**src/rtl/disk_pkg.sv**
```systemverilog
// Shared types and constants for the disk-interface UARTs.
package disk_pkg;

   typedef enum logic [1:0] {
      IDLE  = 2'd0,
      START = 2'd1,
      DATA  = 2'd2,
      STOP  = 2'd3
   } tx_state_t;

   localparam int DISK_CLKS_PER_BIT  = 868;
   localparam int DISK_TX_FIFO_DEPTH = 16;

endpackage

```
**src/rtl/disk_uart_tx_if.sv**
```systemverilog
// Bus-side write port and status of the disk UART transmitter.
interface disk_uart_tx_if #(
   parameter int FIFO_DEPTH = 16
);
   logic                          wr_en;
   logic [7:0]                    wr_data;
   logic                          full;
   logic                          empty;
   logic [$clog2(FIFO_DEPTH):0]   count;
   logic                          busy;
   logic                          overflow;
   logic                          TxD;

   modport master (
      output wr_en, wr_data,
      input  full, empty, count, busy, overflow, TxD
   );

   modport slave (
      input  wr_en, wr_data,
      output full, empty, count, busy, overflow, TxD
   );
endinterface

```
**src/rtl/byte_fifo.sv**
```systemverilog
// Synchronous FIFO with first-word-fall-through output and a separate
// occupancy counter so full/empty never depend on pointer comparison.
module byte_fifo #(
   parameter int WIDTH = 8,
   parameter int DEPTH = 16
) (
   input  logic                     clk,
   input  logic                     rst,
   input  logic                     push,
   input  logic                     pop,
   input  logic [WIDTH-1:0]         din,
   output logic [WIDTH-1:0]         dout,
   output logic                     full,
   output logic                     empty,
   output logic [$clog2(DEPTH):0]   count
);
   localparam int AW = $clog2(DEPTH);
   localparam logic [AW:0] FULL_CNT = AW'(DEPTH - 1) + 1'b1;

   logic [WIDTH-1:0] mem [DEPTH];
   logic [AW-1:0]    wr_ptr;
   logic [AW-1:0]    rd_ptr;
   logic             do_push;
   logic             do_pop;
   logic [AW:0]      count_nxt;

   assign do_push = push && !full;
   assign do_pop  = pop && !empty;
   assign dout    = mem[rd_ptr];

   always_comb begin
      count_nxt = count;
      if (do_push && !do_pop)
         count_nxt = count + 1'b1;
      else if (!do_push && do_pop)
         count_nxt = count - 1'b1;
   end

   always_ff @(posedge clk) begin
      if (rst) begin
         wr_ptr <= '0;
         rd_ptr <= '0;
         count  <= '0;
         full   <= 1'b0;
         empty  <= 1'b1;
      end else begin
         if (do_push)
            wr_ptr <= wr_ptr + 1'b1;
         if (do_pop)
            rd_ptr <= rd_ptr + 1'b1;
         count <= count_nxt;
         full  <= (count_nxt == FULL_CNT);
         empty <= (count_nxt == '0);
      end
   end

   // Storage carries no reset; validity is tracked entirely by count.
   always_ff @(posedge clk) begin
      if (do_push)
         mem[wr_ptr] <= din;
   end

endmodule

```
**src/rtl/disk_uart_tx.sv**
```systemverilog
// Buffered 8N1 transmitter: byte FIFO feeding a registered-output serializer.
//
//   state | meaning
//   IDLE  | line high, waiting for a byte in the FIFO
//   START | start bit (low) for one bit period
//   DATA  | eight data bits, LSB first
//   STOP  | stop bit (high); pops the next byte on its last cycle
module disk_uart_tx
   import disk_pkg::*;
#(
   parameter int CLKS_PER_BIT = DISK_CLKS_PER_BIT,
   parameter int FIFO_DEPTH   = DISK_TX_FIFO_DEPTH
) (
   input  logic           clk,
   input  logic           rst,
   disk_uart_tx_if.slave  bus
);
   localparam int CW = $clog2(FIFO_DEPTH) + 1;
   localparam int BW = (CLKS_PER_BIT > 2) ? $clog2(CLKS_PER_BIT) : 1;
   localparam logic [BW-1:0] BAUD_LAST = BW'(CLKS_PER_BIT - 1);

   tx_state_t       state;
   logic [BW-1:0]   baud_cnt;
   logic [2:0]      bit_idx;
   logic [7:0]      shift_reg;
   logic            txd;
   logic            overflow;
   logic            baud_last;
   logic            pop;
   logic [7:0]      fifo_dout;
   logic            fifo_full;
   logic            fifo_empty;
   logic [CW-1:0]   fifo_count;

   byte_fifo #(
      .WIDTH (8),
      .DEPTH (FIFO_DEPTH)
   ) u_fifo (
      .clk   (clk),
      .rst   (rst),
      .push  (bus.wr_en),
      .pop   (pop),
      .din   (bus.wr_data),
      .dout  (fifo_dout),
      .full  (fifo_full),
      .empty (fifo_empty),
      .count (fifo_count)
   );

   assign baud_last = (baud_cnt == BAUD_LAST);
   assign pop = !fifo_empty &&
                ((state == IDLE) || ((state == STOP) && baud_last));

   always_ff @(posedge clk) begin
      if (rst) begin
         state     <= IDLE;
         baud_cnt  <= '0;
         bit_idx   <= '0;
         shift_reg <= '0;
         txd       <= 1'b1;
         overflow  <= 1'b0;
      end else begin
         if (bus.wr_en && fifo_full)
            overflow <= 1'b1;

         case (state)
            IDLE: begin
               baud_cnt <= '0;
               if (pop) begin
                  shift_reg <= fifo_dout;
                  txd       <= 1'b0;
                  state     <= START;
               end
            end
            START: begin
               if (baud_last) begin
                  baud_cnt <= '0;
                  bit_idx  <= '0;
                  txd      <= shift_reg[0];
                  state    <= DATA;
               end else begin
                  baud_cnt <= baud_cnt + 1'b1;
               end
            end
            DATA: begin
               if (baud_last) begin
                  baud_cnt <= '0;
                  if (bit_idx == 3'd7) begin
                     txd   <= 1'b1;
                     state <= STOP;
                  end else begin
                     // Next bit is presented from the shifted copy so txd stays a plain flop.
                     bit_idx   <= bit_idx + 1'b1;
                     shift_reg <= {1'b0, shift_reg[7:1]};
                     txd       <= shift_reg[1];
                  end
               end else begin
                  baud_cnt <= baud_cnt + 1'b1;
               end
            end
            STOP: begin
               if (baud_last) begin
                  baud_cnt <= '0;
                  if (pop) begin
                     shift_reg <= fifo_dout;
                     txd       <= 1'b0;
                     state     <= START;
                  end else begin
                     state <= IDLE;
                  end
               end else begin
                  baud_cnt <= baud_cnt + 1'b1;
               end
            end
            default: begin
               state <= IDLE;
               txd   <= 1'b1;
            end
         endcase
      end
   end

   assign bus.full     = fifo_full;
   assign bus.empty    = fifo_empty;
   assign bus.count    = fifo_count;
   assign bus.busy     = (state != IDLE);
   assign bus.overflow = overflow;
   assign bus.TxD      = txd;

endmodule

```
**src/flat_wrapper.sv**
```systemverilog
// flat-port wrapper written by rule: the top's interface ports become plain ports
module disk_uart_tx_flat import disk_pkg::*;
#(
   parameter int CLKS_PER_BIT = DISK_CLKS_PER_BIT,
   parameter int FIFO_DEPTH   = DISK_TX_FIFO_DEPTH
)
  (clk, rst, bus_wr_en, bus_wr_data, bus_full, bus_empty, bus_count, bus_busy, bus_overflow, bus_TxD);
  disk_uart_tx_if #(.FIFO_DEPTH(FIFO_DEPTH)) bus_i ();
  input  logic clk;
  input  logic rst;
  input wire logic [$bits(bus_i.wr_en)-1:0] bus_wr_en;
  input wire logic [$bits(bus_i.wr_data)-1:0] bus_wr_data;
  output wire logic [$bits(bus_i.full)-1:0] bus_full;
  output wire logic [$bits(bus_i.empty)-1:0] bus_empty;
  output wire logic [$bits(bus_i.count)-1:0] bus_count;
  output wire logic [$bits(bus_i.busy)-1:0] bus_busy;
  output wire logic [$bits(bus_i.overflow)-1:0] bus_overflow;
  output wire logic [$bits(bus_i.TxD)-1:0] bus_TxD;
  assign bus_i.wr_en = bus_wr_en;
  assign bus_i.wr_data = bus_wr_data;
  assign bus_full = bus_i.full;
  assign bus_empty = bus_i.empty;
  assign bus_count = bus_i.count;
  assign bus_busy = bus_i.busy;
  assign bus_overflow = bus_i.overflow;
  assign bus_TxD = bus_i.TxD;
  disk_uart_tx #(.CLKS_PER_BIT(CLKS_PER_BIT), .FIFO_DEPTH(FIFO_DEPTH)) u_core (.clk(clk), .rst(rst), .bus(bus_i));
endmodule
```
**config.mk**
```make
export PLATFORM = sky130hd
export DESIGN_NAME = disk_uart_tx_flat
export DESIGN_NICKNAME = d
export VERILOG_FILES = /design/src/rtl/disk_pkg.sv /design/src/rtl/disk_uart_tx_if.sv /design/src/rtl/byte_fifo.sv /design/src/rtl/disk_uart_tx.sv /design/src/flat_wrapper.sv
export SDC_FILE = /design/constraint.sdc
export NUM_CORES = 1
export LEC_CHECK = 0
export CORE_ASPECT_RATIO = 1.1
export CORE_MARGIN = 2
export CORE_UTILIZATION = 60
export DETAILED_ROUTE_END_ITERATION = 7
export HOLD_SLACK_MARGIN = 0.1
export PLACE_DENSITY = 0.78
export SLEW_MARGIN = 20
export SYNTH_ARGS = -nofsm -noshare
export SYNTH_HDL_FRONTEND = slang
export SYNTH_SLANG_ARGS = --single-unit
export TNS_END_PERCENT = 1
```
**constraint.sdc**
```tcl
create_clock -name clk -period 3.2 [get_ports clk]
set_input_delay 0.48 -clock clk [delete_from_list [all_inputs] [get_ports clk]]
set_output_delay 0.48 -clock clk [all_outputs]
set_load 0.02 [all_outputs]
```
==> summary.txt, run 1 <==
Layout
  – Footprint of the multi-input gates: 2220 um2
  – Share of cells above drive strength 1: 0.167
  – Number of fill cells in the layout: 760
  – Diodes inserted: 0
  – Register area: 4730 um2
  – Layout area overhead: 13.6%
  – Max FFs per register: 128
  – Final core occ: 0.699
  – Fin cells: 636
  – Final net count: 500
  – Final Cell Area: 8040 um2

Pwr
  – Clock power frac: 0.333
  – P_leak: 2.64 nW
  – Power Internal: 4.59 mW
  – Switching Fraction: 0.278
  – Peak supply drop: 0.000533 V
  – Pwr dens: 790 nW/um2
  – Power Total: 6.35 mW
  – Seq pwr share: 0.430
  – Psw: 1.77 mW
  – Comb power frac: 0.237

Clock tree
  – PostCTS Resize Cnt: 0
  – CTS Buffer Depth: 2
  – Number of CTS-inserted buffers: 17
  – Clock transition at path regs: 0.06 ns
  – Clk_lat worst skew: 0.43 ns
  – TritonCTS clock tree: yes
  – Post-CTS Setup Inserts: 0
  – H-tree depth: 4
  – Root Buffer: clkbuf_16
  – Clock sink count: 172
  – Cts hold-fix bufs: 0

Critical path
  – Element type at the critical path end: flip-flop
  – Nature of the critical path startpoint: flip-flop
  – Crit path arrival time: 2.84 ns
  – Max stage delay on crit path: 0.48 ns
  – CP Class: flip-flop to flip-flop
  – Crit-path most repeated cell: nor2_1
  – Worst Path Buf+Inv: 2
  – Critical-path top delay cell: ha_1
  – CP top delay family: compound AO/OA/AOI/OAI gates
  – Crit path max fanout: 15
  – CP required: 3.53 ns
  – Crit-path cells: inv_1, ha_1, clkinv_1, nor2_1, nand2_1, a21oi_4, nor2_1, a311oi_1

STA
  – RSZ-0062 raised after global routing: false
  – Worst-Margin Slew: 0.725 ns
  – Relative slew slack: 0.515
  – Slew Viols, Final: 0
  – Setup WS post-layout: 0.689 ns
  – Worst hold slack: 0.471 ns
  – Crit path time final: 2.51 ns
  – Clock Skew: 0.00572 ns
  – Tcrit/Tclk final: 0.785
  – Final setup fails: 0
  – Final hold vios: 0
  – Setup_tns: 0 ns
  – Peak Freq: 398 MHz

GRT
  – First-pass GRT wire length: 21400 um
  – Grt total ovfl: 0
  – GR Util met2: 0.374
  – Busiest grt layer: met2
  – Antenna violations before repair: 0
  – Global-route met1 utilization: 0.314
  – GR met3 Demand/Resource: 0.0576
  – Vias in the first global route: 3820
  – Largest net degree at the start of global routing: 32
  – Total GRT Usage: 0.234

Floorplan
  – Die Wd: 108 um
  – Core Region: 11500 um2
  – Die Y: 118 um
  – I/O Pins: 21
  – Starting Density: 0.616
  – Die area: 12700 um2
  – Number of placement rows: 41

Outcome
  – Status: complete, no violations

Route
  – Drt pass-1 iters: 4
  – Wire per inst: 21.3 um
  – Via Count: 3818
  – Total Wirelength: 13500 um
  – Antenna-violating nets left: 0
  – Initial DRC count: 247
  – Vias/cell: 6.00
  – DRC viols: 0

Placement
  – Pre-CTS setup slack: 0.676 ns
  – Final HPWL DP: 8750 um
  – Final GP Congestion: 0.851
  – IO buf count: 20
  – DP Cell Count: 605
  – Placed Area: 7430 um2

Synth
  – Mapped Cells: 447
  – Post-synthesis share of cell area spent on xor and xnor gates: 0.0235
  – Syn_nets: 473
  – Synthesized area per cell: 15.8 um2
  – Compound-cell area share of the yosys netlist: 0.0463
  – Fraction of registers with async set/reset: 0
  – Post-synth top flop: edfxtp_1
  – Seq/Total Area, Yosys: 0.668
  – Synth top cells by count: edfxtp_1, dfxtp_1, nor2_1, mux4_2, nand2_1
  – Cell taking the most area after synthesis: edfxtp_1
  – Adder-cell share of the synthesized area: 0.0265
  – Yosys top cell area share: 0.543
  – Ys Warns: 0
  – Synth Register Bits: 172
  – Multiplexer share of the synthesized area: 0.128
  – Post-synth cell types: 52
  – Ranking of synthesized cells by area: edfxtp_1, dfxtp_1, mux4_2
  – Most frequent cell after synthesis: edfxtp_1
  – Synthesized cell area: 7070 um2
  – Largest family of logic cells by synthesized area: multiplexers
  – Simple-gate area share of the yosys netlist: 0.0892
  – EDFF count, synth: 128

Flow run
  – Max-cap violations: 0

Hold path
  – Hold/Removal Path Class: flip-flop to flip-flop
## logic make-up after synthesis
family | after synthesis
adder cells (fa/ha/maj) | 15
buffers and inverters | 29
XOR/XNOR | 19
AND/OR/NAND/NOR | 125
multiplexers | 43
AO/OA/AOI/OAI | 44
flip-flops | 172
## placed cells by master (no fill, tap or decap), types with 2 or more instances in the layout
cell type / n
dfxtp_1: 43
buf_4: 4
nor2_1: 39
a22oi_1: 2
ha_1: 15
mux4_2: 38
nor3_1: 3
clkinv_1: 3
clkinv_4: 4
xor2_1: 11
nand2_1: 32
a211oi_1: 6
nand4_1: 3
and3_1: 2
nand2b_1: 2
nand3_1: 6
a21oi_1: 7
edfxtp_1: 128
clkdlybuf4s50_1: 20
o21ai_0: 10
clkbuf_1: 3
o31ai_1: 2
mux2i_1: 4
and2_1: 20
bufinv_16: 4
inv_1: 11
xnor2_1: 8
or3_1: 3
a311oi_1: 7
clkbuf_16: 17
nor4_1: 2
nor2b_1: 2
## worst min-delay path: cells and delay by family (launching register included)
kind          cells  cell delay, ns
simple gates      2            0.11
flops             1            0.33
## cell type report
cell class	count	area share
inverters	12	0.00561
clock buffers	20	0.0543
well taps	150	0.0234
repair buffers	25	0.0311
clock inverters	11	0.0212
multi-input cells	246	0.276
flip-flops and latches	172	0.588
## routing by layer
metal	vias to the layer above	wire length [um]
met4	0	323
met5	-	0
li1	1770	-
met2	101	6900
met3	27	586
met1	1920	5730
## final timing paths
check | from | end | slack (ns) | cells past startpoint
setup / recovery | u_core.state[0] | u_core.shift_reg[2] | 0.69 | 8
hold / removal | u_core.bus.TxD | u_core.bus.TxD | 0.47 | 2
setup reg to reg | u_core.state[0] | u_core.shift_reg[2] | 0.69 | 8
hold reg to reg | u_core.bus.TxD | u_core.bus.TxD | 0.47 | 2
## power by group through the flow
stage               registers, mW  clock network [mW]  logic [mW]
floorplan                    2.74                   0        1.13
global placement             2.77                   0        1.48
detailed placement           2.78                   0        1.51
CTS                          2.73                2.13        1.52
global route                 2.76                2.23        1.64
finish                       2.73                2.11        1.51
(Power assumes the default switching activity.)
==> run 2: changes to the inputs <==
Clock period 3.2 ns to 2.6 ns, I/O delays scaled along.
==> run 2 against run 1 <==
Against the previous run:
- global-route usage increased by 0.41 points
- combinational power increased by 26%
- via count increased by 0.76%
- setup slack got worse by 0.47 ns
- sequential share of layout area decreased by 0.055 points
- non-clock buffer count increased by 5
- first-iteration DRC count increased by 48%
- wire length increased by 0.91%
- register-to-register slack got worse by 0.47 ns
- maximum frequency increased by 5.4%
- largest power group unchanged
- cell area about the same
- clock power increased by 16%
==> summary.txt, run 2 (synthesis results as in run 1) <==
Layout
  – Most frequent cells in the layout: edfxtp_1, dfxtp_1, nor2_1, mux4_2, nand2_1
  – Number of fill cells in the layout: 767
  – Final net count: 505
  – Layout area overhead: 13.7%
  – Share of cells above drive strength 1: 0.185
  – Max FFs per register: 128
  – Commonest non-fill, non-tap cell in the layout: edfxtp_1
  – Fin cells: 641
  – Diodes inserted: 0

STA
  – Final hold vios: 0
  – RSZ-0062 raised after global routing: false
  – Peak Freq: 420 MHz
  – Final setup fails: 0
  – Tcrit/Tclk final: 0.916
  – Worst-Margin Slew: 0.688 ns
  – Clock Skew: 0.00560 ns
  – Slew Viols, Final: 0
  – Crit path time final: 2.38 ns
  – Relative slew slack: 0.540
  – Setup_tns: 0 ns

Floorplan
  – Die Y: 118 um
  – Core Region: 11500 um2
  – Die Wd: 108 um
  – Die area: 12700 um2
  – Starting Density: 0.616
  – I/O Pins: 21
  – Number of placement rows: 41

Route
  – Initial DRC count: 366
  – DRC viols: 0
  – Drt pass-1 iters: 4
  – Antenna-violating nets left: 0
  – Via Count: 3847
  – Vias/cell: 6.00
  – Total Wirelength: 13700 um
  – Wire per inst: 21.3 um

Clock tree
  – Number of CTS-inserted buffers: 17
  – PostCTS Resize Cnt: 0
  – Clock transition at path regs: 0.06 ns
  – CTS Buffer Depth: 2
  – Root Buffer: clkbuf_16
  – Cts hold-fix bufs: 0
  – Clk_lat worst skew: 0.43 ns
  – TritonCTS clock tree: yes
  – H-tree depth: 4
  – Clock sink count: 172
  – Post-CTS Setup Inserts: 0

Critical path
  – Worst Reg2Reg Path Length in Cells: 7
  – Reg-to-reg slack, setup: 0.22 ns
  – Max stage delay on crit path: 0.45 ns
  – CP Class: flip-flop to flip-flop
  – CP required: 2.91 ns
  – Element type at the critical path end: flip-flop
  – Crit-path cells: ha_1, nand2_1, nor4_4, o221ai_2, a21oi_4, nor2_1, a311oi_1
  – Critical-path top delay cell: nor4_4
  – Crit path arrival time: 2.69 ns
  – Crit path max fanout: 15
  – Nature of the critical path startpoint: flip-flop

Pwr
  – Pwr dens: 954 nW/um2
  – Peak supply drop: 0.000601 V
  – Power Total: 7.67 mW
  – P_leak: 2.65 nW

GRT
  – First-pass GRT wire length: 21900 um
  – Largest net degree at the start of global routing: 33
  – Vias in the first global route: 3945
  – Grt total ovfl: 0
  – Total GRT Usage: 0.238
  – Antenna violations before repair: 0

Placement
  – Final HPWL DP: 8910 um
  – DP Cell Count: 610
  – Final GP Congestion: 0.872
  – IO buf count: 20

Hold path
  – Hold/Removal Path Class: flip-flop to flip-flop
  – Hold depth: 2

Outcome
  – Status: complete, no violations

Flow run
  – Max-cap violations: 0
-- run 2: cell types whose count changed in the layout (fill, tap and decap cells not counted), sizes merged --
cell and change:
buf +5, inv +2, clkinvlp +2, bufinv -2, clkbuf -2
-- run 2: path summary, 6_finish.rpt --
check / from / to
worst max register to register: u_core.baud_cnt[0] / u_core.shift_reg[5]
worst max-delay path: u_core.baud_cnt[0] / u_core.shift_reg[5]
worst min-delay path: u_core.bus.overflow / u_core.bus.overflow
worst min register to register: u_core.bus.overflow / u_core.bus.overflow
-- run 2: area by class of cell --
class / count / area [um2] / share of cell area
multi-input combinational: 246 / 2220 / 0.276
inverter: 12 / 45.0 / 0.00560
tap: 150 / 188 / 0.0233
timing repair buffer: 30 / 288 / 0.0358
clock inverter: 13 / 145 / 0.0180
clock buffer: 18 / 429 / 0.0534
sequential: 172 / 4730 / 0.588
-- run 2: stage by stage --
stage / instance area [um2] / hold slack (ns) / util / setup WS, ns
floorplan: 7070 / 0.438 / - / 0.569
global placement: 7470 / 0.452 / 0.650 / 0.243
detailed placement: 7470 / 0.466 / 0.650 / 0.190
CTS: 8040 / 0.477 / 0.700 / 0.179
global route: 8040 / 0.495 / 0.700 / 0.0297
finish: 8040 / 0.471 / 0.700 / 0.218
-- run 2: per-layer routing --
metal  wire length, um  track usage
met4               195       0.0833
met3               652       0.0498
met1              5640        0.317
met2              7180        0.390
met5                 0            0
-- run 2: worst max-delay path: cells and delay by family, from the launching register on --
| family | cells | cell delay [ns] |
|---|---|---|
| AO/OA/AOI/OAI | 3 | 0.92 |
| flip-flops | 1 | 0.38 |
| AND/OR/NAND/NOR | 3 | 0.70 |
| adder cells (fa/ha/maj) | 1 | 0.28 |
-- run 2: power by group --
part           switching (mW)  internal [mW]
clock network            1.03           1.41
logic                    1.01          0.905
registers               0.158           3.15
==> run 3: changes to the inputs <==
Settings changed: PLACE_DENSITY 0.78 to 0.77, SLEW_MARGIN 20 to 15.
==> run 3 against run 2 <==
Against the previous run:
- combinational power is essentially flat
- wire length grew 0.99%
- non-clock buffer count shrank 3
- first-iteration DRC count grew 14%
- register-to-register slack gained 0.03 ns
- critical path type unchanged
- sequential cell count is the same
- total power grew 4.0%
- die area is the same
- clock-buffer cell count shrank 1
- sequential power is essentially flat
- cell area grew 0.58%
- core utilization grew 0.40 points
==> summary.txt, run 3 (synthesis results as in run 1) <==
GRT
  – First-pass GRT wire length: 21700 um
  – Total GRT Usage: 0.237
  – Antenna violations before repair: 0
  – Grt total ovfl: 0
  – Vias in the first global route: 3873
  – Largest net degree at the start of global routing: 32

STA
  – Final hold vios: 0
  – Relative slew slack: 0.541
  – Peak Freq: 425 MHz
  – Tcrit/Tclk final: 0.904
  – Worst-Margin Slew: 0.687 ns
  – Final setup fails: 0
  – Crit path time final: 2.35 ns
  – Setup WS post-layout: 0.250 ns
  – Clock Skew: 0.00924 ns
  – Slew Viols, Final: 0
  – RSZ-0062 raised after global routing: false
  – Setup_tns: 0 ns

Critical path
  – Reg-to-reg slack, setup: 0.25 ns
  – Worst Path Buf+Inv: 0
  – CP required: 2.93 ns
  – CP top delay family: simple AND/OR/NAND/NOR gates
  – Worst Reg2Reg Path Length in Cells: 7
  – Max stage delay on crit path: 0.48 ns
  – Nature of the critical path startpoint: flip-flop
  – RR Startpoint: u_core.baud_cnt[0]
  – Critical-path top delay cell: nor4_4
  – Critical path depth: 7
  – Crit-path cells: ha_1, nand2_1, nor4_4, or2_2, a22oi_2, xnor2_1, nor4_1
  – Element type at the critical path end: flip-flop
  – Worst R2R End: u_core.u_fifo.full
  – Crit path arrival time: 2.68 ns
  – Crit path max fanout: 11
  – CP Class: flip-flop to flip-flop

Route
  – Wire per inst: 21.6 um
  – Initial DRC count: 418
  – Vias/cell: 6.03
  – Antenna-violating nets left: 0
  – DRC viols: 0
  – Total Wirelength: 13800 um
  – Via Count: 3856
  – Drt pass-1 iters: 5

Layout
  – Layout area overhead: 14.4%
  – Number of fill cells in the layout: 742
  – Max FFs per register: 128
  – Diodes inserted: 0
  – Commonest non-fill, non-tap cell in the layout: edfxtp_1
  – Share of cells above drive strength 1: 0.180
  – Final net count: 502
  – Final Cell Area: 8090 um2
  – Most frequent cells in the layout: edfxtp_1, dfxtp_1, nor2_1, mux4_2, nand2_1

Clock tree
  – TritonCTS clock tree: yes
  – Clock sink count: 172
  – Post-CTS Setup Inserts: 0
  – Clock transition at path regs: 0.06 ns
  – Root Buffer: clkbuf_16
  – CTS Buffer Depth: 2
  – Number of CTS-inserted buffers: 17
  – H-tree depth: 4
  – PostCTS Resize Cnt: 0
  – Cts hold-fix bufs: 0
  – Clk_lat worst skew: 0.44 ns

Placement
  – IO buf count: 20
  – Pre-CTS setup slack: 0.253 ns
  – Final GP Congestion: 0.834
  – Placed Area: 7460 um2
  – Final HPWL DP: 8920 um

Floorplan
  – Number of placement rows: 41
  – Die Y: 118 um
  – Die Wd: 108 um
  – Die area: 12700 um2
  – Starting Density: 0.616
  – I/O Pins: 21
  – Core Region: 11500 um2

Hold path
  – Worst hold start: u_core.bus.overflow
  – Hold depth: 2
  – Min-Delay Endpoint: u_core.bus.overflow
  – Hold/Removal Path Class: flip-flop to flip-flop

Pwr
  – Pwr dens: 986 nW/um2
  – Psw: 2.28 mW
  – Clock power frac: 0.339
  – Seq pwr share: 0.419
  – Peak supply drop: 0.000617 V
  – Comb power frac: 0.242
  – Power Internal: 5.70 mW
  – Switching Fraction: 0.285
  – P_leak: 2.67 nW

Outcome
  – Status: complete, no violations

Flow run
  – Max-cap violations: 0
[run 3: changes by cell type in the layout (fill, tap and decap cells not counted), sizes merged]
cell	delta
buf	-3
clkinvlp	-1
inv	+5
clkbuf	-1
clkinv	-4
bufinv	+2
[run 3: area by class of cell]
| type | instances | area [um2] | share of cell area |
|---|---|---|---|
| clock inverter | 15 | 208 | 0.0257 |
| timing repair buffer | 27 | 278 | 0.0343 |
| inverter | 12 | 45.0 | 0.00557 |
| sequential | 172 | 4730 | 0.584 |
| multi-input combinational | 246 | 2220 | 0.274 |
| clock buffer | 17 | 425 | 0.0526 |
| tap | 150 | 188 | 0.0232 |
[run 3: how the worst max path moves through the flow]
stage                       startpoint                 endpoint
floorplan              u_core.state[0]      u_core.u_fifo.empty
global placement    u_core.baud_cnt[0]       u_core.u_fifo.full
detailed placement           bus_wr_en  u_core.u_fifo.mem[9][7]
CTS                 u_core.baud_cnt[0]       u_core.u_fifo.full
global route        u_core.baud_cnt[0]      u_core.shift_reg[3]
finish              u_core.baud_cnt[0]       u_core.u_fifo.full
[run 3: through the flow]
stage | hold slack (ns) | utilization | std cells | total power [mW]
4_1_cts | 0.481 | 0.704 | 639 | 8.01
3_5_place_dp | 0.461 | 0.649 | 607 | 5.31
2_1_floorplan | 0.438 | - | 447 | 4.76
3_3_place_gp | 0.453 | 0.649 | 607 | 5.27
5_1_grt | 0.495 | 0.704 | 639 | 8.32
6_report | 0.475 | 0.704 | 639 | 7.98
[run 3: power by group through the flow]
stage / Clock, mW / Combinational [mW] / Sequential, mW
after CTS: 2.73 / 1.94 / 3.34
after global placement: 0 / 1.88 / 3.38
final: 2.70 / 1.93 / 3.34
after detailed placement: 0 / 1.92 / 3.39
after floorplan: 0 / 1.39 / 3.37
after global routing: 2.85 / 2.10 / 3.37
[run 3: worst register-to-register path, delay by kind of cell (launching register included)]
kind | cells | cell delay (ns)
compound gates | 1 | 0.13
xor+xnor | 1 | 0.16
fa+ha+maj | 1 | 0.27
flops | 1 | 0.39
simple gates | 4 | 1.29
[run 3: layer usage]
layer / vias to the layer above / track usage / wire, um / share of wire
li1: 1772 / - / - / -
met1: 1932 / 0.311 / 5650 / 0.41
met2: 130 / 0.379 / 7080 / 0.51
met3: 22 / 0.0692 / 774 / 0.056
met4: 0 / 0.0865 / 286 / 0.021
met5: - / 0 / 0 / 0
